$ cat src/rtl/serial_sub.sv
// Bit-serial subtractor: computes a - b one bit per clock, LSB first, with a registered borrow.
// Define SERIAL_SUB_OVF_EN to add the signed-overflow output.
module serial_sub #(
    parameter int unsigned WIDTH = 4
) (
    input  logic             clk,
    input  logic             reset,
    input  logic             start,
    input  logic [WIDTH-1:0] a,
    input  logic [WIDTH-1:0] b,
    output logic             busy,
    output logic             done,
    output logic [WIDTH-1:0] d,
    output logic             bo
`ifdef SERIAL_SUB_OVF_EN
    ,
    output logic             ovf
`endif
);

    localparam int unsigned CntW = $clog2(WIDTH + 1);
    localparam logic [CntW-1:0] LastCnt = CntW'(WIDTH - 1);

    typedef enum logic [1:0] {StIdle, StRun, StDone} state_e;

    state_e           state_q, state_d;
    logic [WIDTH-1:0] a_sh_q, a_sh_d;
    logic [WIDTH-1:0] b_sh_q, b_sh_d;
    logic [WIDTH-1:0] res_q, res_d;
    logic [WIDTH-1:0] d_q, d_d;
    logic [CntW-1:0]  cnt_q, cnt_d;
    logic             br_q, br_d;
    logic             bo_q, bo_d;

    logic ai, bi, di, br_next;
    logic [WIDTH-1:0] res_shifted;

`ifdef SERIAL_SUB_OVF_EN
    logic a_sign_q, a_sign_d;
    logic b_sign_q, b_sign_d;
    logic ovf_q, ovf_d;
`endif

    // Full-subtractor cell on the current LSBs of the operand shift registers.
    assign ai          = a_sh_q[0];
    assign bi          = b_sh_q[0];
    assign di          = ai ^ bi ^ br_q;
    assign br_next     = (~ai & bi) | (~(ai ^ bi) & br_q);
    assign res_shifted = {di, res_q[WIDTH-1:1]};

    always_comb begin
        state_d = state_q;
        a_sh_d  = a_sh_q;
        b_sh_d  = b_sh_q;
        res_d   = res_q;
        d_d     = d_q;
        cnt_d   = cnt_q;
        br_d    = br_q;
        bo_d    = bo_q;
`ifdef SERIAL_SUB_OVF_EN
        a_sign_d = a_sign_q;
        b_sign_d = b_sign_q;
        ovf_d    = ovf_q;
`endif
        unique case (state_q)
            StIdle, StDone: begin
                if (start) begin
                    state_d = StRun;
                    a_sh_d  = a;
                    b_sh_d  = b;
                    res_d   = '0;
                    cnt_d   = '0;
                    br_d    = 1'b0;
`ifdef SERIAL_SUB_OVF_EN
                    a_sign_d = a[WIDTH-1];
                    b_sign_d = b[WIDTH-1];
`endif
                end else begin
                    state_d = StIdle;
                end
            end
            StRun: begin
                a_sh_d = a_sh_q >> 1;
                b_sh_d = b_sh_q >> 1;
                res_d  = res_shifted;
                br_d   = br_next;
                cnt_d  = cnt_q + 1'b1;
                if (cnt_q == LastCnt) begin
                    state_d = StDone;
                    d_d     = res_shifted;
                    bo_d    = br_next;
`ifdef SERIAL_SUB_OVF_EN
                    // di is the MSB of the finished difference here.
                    ovf_d = (a_sign_q != b_sign_q) & (di != a_sign_q);
`endif
                end
            end
            default: state_d = StIdle;
        endcase
    end

    always_ff @(posedge clk) begin
        if (reset) begin
            state_q <= StIdle;
            a_sh_q  <= '0;
            b_sh_q  <= '0;
            res_q   <= '0;
            d_q     <= '0;
            cnt_q   <= '0;
            br_q    <= 1'b0;
            bo_q    <= 1'b0;
`ifdef SERIAL_SUB_OVF_EN
            a_sign_q <= 1'b0;
            b_sign_q <= 1'b0;
            ovf_q    <= 1'b0;
`endif
        end else begin
            state_q <= state_d;
            a_sh_q  <= a_sh_d;
            b_sh_q  <= b_sh_d;
            res_q   <= res_d;
            d_q     <= d_d;
            cnt_q   <= cnt_d;
            br_q    <= br_d;
            bo_q    <= bo_d;
`ifdef SERIAL_SUB_OVF_EN
            a_sign_q <= a_sign_d;
            b_sign_q <= b_sign_d;
            ovf_q    <= ovf_d;
`endif
        end
    end

    assign busy = (state_q == StRun);
    assign done = (state_q == StDone);
    assign d    = d_q;
    assign bo   = bo_q;
`ifdef SERIAL_SUB_OVF_EN
    assign ovf  = ovf_q;
`endif

endmodule

$ cat config.mk
export PLATFORM = sky130hd
export DESIGN_NAME = serial_sub
export DESIGN_NICKNAME = d
export VERILOG_FILES = /design/src/rtl/serial_sub.sv
export SDC_FILE = /design/constraint.sdc
export NUM_CORES = 1
export LEC_CHECK = 0
export CORE_ASPECT_RATIO = 1.1
export CORE_MARGIN = 2
export CORE_UTILIZATION = 41
export DETAILED_ROUTE_END_ITERATION = 10
export GPL_TIMING_DRIVEN = 0
export PLACE_DENSITY_LB_ADDON = 0.2
export SYNTH_ARGS = -nofsm -noshare
export SYNTH_HDL_FRONTEND = slang
export SYNTH_SLANG_ARGS = --single-unit
$ cat constraint.sdc
create_clock -name clk -period 3.32 [get_ports clk]
set_input_delay 0.664 -clock clk [delete_from_list [all_inputs] [get_ports clk]]
set_output_delay 0.664 -clock clk [all_outputs]
set_load 0.01 [all_outputs]
==> results by stage <==
Yosys:
- During synthesis, Yosys emitted a total of 0 warnings.
- Of the post-synthesis cell area, the dominant cell type holds 0.4314.
- The number of standard cells after synthesis is 111.
- The biggest area contributor in the post-synthesis netlist is dfxtp_1.
- In the post-synthesis netlist, the biggest area contributors are dfxtp_1, nand3_2, nand2_1, a21oi_2, a311oi_1.
- The synthesized area divided by synthesized cell count is 9.198 sq um.
- The post-synthesis sequential element count is 22.
- The portion of the post-synthesis area used by sequential elements is 0.4314.
- The netlist uses 24 different library cells.
- The post-synthesis instance area is 1021 sq um.
- The number of nets in the synthesized netlist is 125.

Drt:
- Detailed routing inserted a total of 816 vias.
- The sum of routed wire length over all layers is 1.963 mm.
- For this run, design rule violations remaining after detail routing come to 0.
- The first routing iteration left 7 violations.
- The routed via count divided by cell count is 5.037.
- The remaining antenna violation count after routing is 0.
- After detailed routing, the average wire length per cell comes to 12.12 microns.
- The iteration count of the initial detailed-routing pass is 4.

Setup path:
- The largest fanout on the critical path is 10.
- The type of destination of the critical path is a primary output.
- The worst setup path is launched from a register.
- The cell with the largest stage delay on the worst path is clkdlybuf4s50_1.
- Traced cell by cell, the critical path runs through nand2b_2 -> inv_2 -> buf_6 -> clkdlybuf4s50_1.
- For the worst setup path, the data required time is 2.66 ns.
- The maximum single-stage delay on the critical path is 0.53 ns.
- The critical path in this run is classified as register to primary output.
- The data arrival time at the worst-slack endpoint is 1.65 ns.

Timing:
- The aggregate negative setup slack is 0 ns.
- The final setup violation count is 0.
- Setup repair after global routing left no endpoint under its margin.
- The clock skew is 0.004451 ns.
- The slew at the pin with the worst max-slew slack is 0.5927 ns.
- The number of endpoints with negative hold slack in the final report is 0.
- The number of max-slew violations in the final report is 0.
- The final critical-path share of the clock period is 0.6980.
- For this run, the top clock speed supported by timing is 431.5 MHz.
- The clock period minus final worst setup slack is 2.317 ns.
- The worst slew margin relative to its limit is 0.6048.

Pwr:
- The internal cell power is 0.4381 mW.
- The combinational cell fraction of total power is 0.146.
- The reported leakage power is 0.4362 nW.
- For this design the total switching power over the nets is 0.1392 mW.
- The fraction of power consumed by the clock network is 0.360.
- The power density relative to cell area is 450.6 nW/um^2.
- The switching portion of total power is 0.2412.
- VDD sags by at most 0.0002581 V.
- The power share of the sequential group is 0.494.

CTS:
- Clock latency on the worst-skew pair, taken at its later pin, is 0.31 ns.
- The total number of H-tree levels is 1.
- The cell sitting at the root of the clock tree is a clkbuf_4.
- Once the clock tree was built, the resizer swapped 0 gates to a different size.
- The tree built by TritonCTS fans out to 22 sinks.
- Buffers inserted to repair hold after CTS numbered 0.
- The worst-case clock buffer depth is 2.
- The clock-pin slew on the worst setup and hold paths is 0.12 ns.
- TritonCTS built the clock tree.
- TritonCTS created 3 clock buffers.
- After clock tree synthesis, the setup repair step added 0 buffers.

Global routing:
- The number of antenna violations at the first check in global routing came to 0.
- The maximum number of pins on one net before global-route repair is 14.
- Across every metal layer, demand over resource in global routing totals 0.1525.
- The total congestion overflow after global routing is 0.
- The first global-routing pass estimated 3.360 mm of wire.
- The via count of the first global-routing pass is 754.

Cells and area:
- From synthesis to final layout, the design area changed by 25.49%.
- In the layout the commonest cells are nand2_1, dfxtp_1, clkdlybuf4s50_1.
- The post-layout net count is 147.
- The count of cells in the finished layout, fillers not included, comes to 162.
- With fillers left out, the area of the finished cells amounts to 1281 sq um.
- The number of diodes is 0.
- In the final layout, the share of cells above drive strength 1 is 0.2273.

Placement:
- The area after detailed placement is 1229 sq um.
- The number of placed instances, taps included is 158.
- The number of buffer cells added on primary ports is 17.
- The placer's final routability congestion estimate is 0.7678.
- After legalization and detailed placement, the total HPWL measured 1.426 mm.

Die:
- The total number of placement rows is 18.
- The initial utilization of the core area, before any placement, comes to 0.4444.
- The full die area is 2906 sq um.
- During I/O placement, the number of pins put on the boundary was 18.
- Measured along the y axis, the die boundary spans 56.34 microns.
- The floorplan step defined a core boundary enclosing 2297 sq um.
- The die width is 51.58 microns.

Run:
- Max-cap violations in this run came to 0.

Hold path:
- The worst hold path class is register to register.

Outcome:
- The run finished with clean final reports.
## final timing paths
check,start,endpoint,slack [ns],depth (start not counted)
hold reg to reg,d[1],d[1],0.46,2
hold / removal,d[1],d[1],0.46,2
setup / recovery,state_q[1],busy,1.00,4
setup reg to reg,cnt_q[0],d[3],1.79,6
## cell families after synthesis
kind of cell	count (synthesis)	synth area share
AOI/OAI and AO/OA	22	0.1716
buffers and inverters	13	0.08209
and+or+nand+nor	51	0.2708
DFF	22	0.4314
adders and majority gates	3	0.04411
## state kept, by name, indices dropped and copies added, names as in the netlist
register	flops
b_sh_q	4
state_q	2
a_sh_q	4
res_q	3
d	4
cnt_q	3
bo	1
br_q	1
## metal layers
layer | vias to the layer above | wire length (microns) | share of wire | global-route usage
met4 | 0 | 18 | 0.0092 | 0.04511
met5 | - | 0 | 0 | 0
met3 | 2 | 84 | 0.043 | 0.03191
li1 | 418 | - | - | -
met2 | 19 | 918 | 0.47 | 0.2381
met1 | 377 | 942 | 0.48 | 0.2104
## worst max-delay path, delay by kind of cell (launching register included)
kind / cells / cell delay (ns)
buffers and inverters: 3 / 0.78
DFF: 1 / 0.33
and+or+nand+nor: 1 / 0.22
## cells in the mapped netlist
cell	count
a21oi_2	8
buf_2	1
o21a_1	1
buf_4	2
nor2_1	8
fa_1	1
dfxtp_1	22
nand3_2	9
a21oi_1	6
buf_6	2
buf_8	1
nor2b_1	2
buf_1	2
ha_1	2
nand2b_1	4
a311oi_1	6
clkbuf_1	1
nand3b_1	1
nand3_1	4
nand2b_2	1
nand2_1	22
inv_2	1
inv_1	3
a311oi_2	1
## power groups by stage
stage          sequential (mW)  clock (mW)  combinational [mW]
6_report                 0.285       0.208              0.0842
5_1_grt                  0.288       0.224              0.0930
4_1_cts                  0.285       0.212              0.0854
3_5_place_dp             0.291           0              0.0850
3_3_place_gp             0.291           0              0.0834
2_1_floorplan            0.289           0              0.0584
## layout make-up
class                   count  area (sq um)
flip-flops and latches     22         440.4
inverters                   4         15.01
repair buffers             17         170.2
clock buffers               3         22.52
multi-input cells          76         496.7
plain buffers               9         68.82
fillers                   234          1016
clock inverters             1         30.03
well taps                  30         37.54
## metrics by stage
step	worst slack (ns)	power [mW]	utilization	hold WS, ns
2_1_floorplan	1.949	0.3477	-	0.4454
3_3_place_gp	1.345	0.3741	0.5349	0.4429
3_5_place_dp	1.348	0.3762	0.5349	0.4478
4_1_cts	0.9813	0.5824	0.5577	0.4659
5_1_grt	0.9069	0.6048	0.5577	0.4826
6_report	1.003	0.5773	0.5577	0.4630
Power figures use the tool's default switching activity.
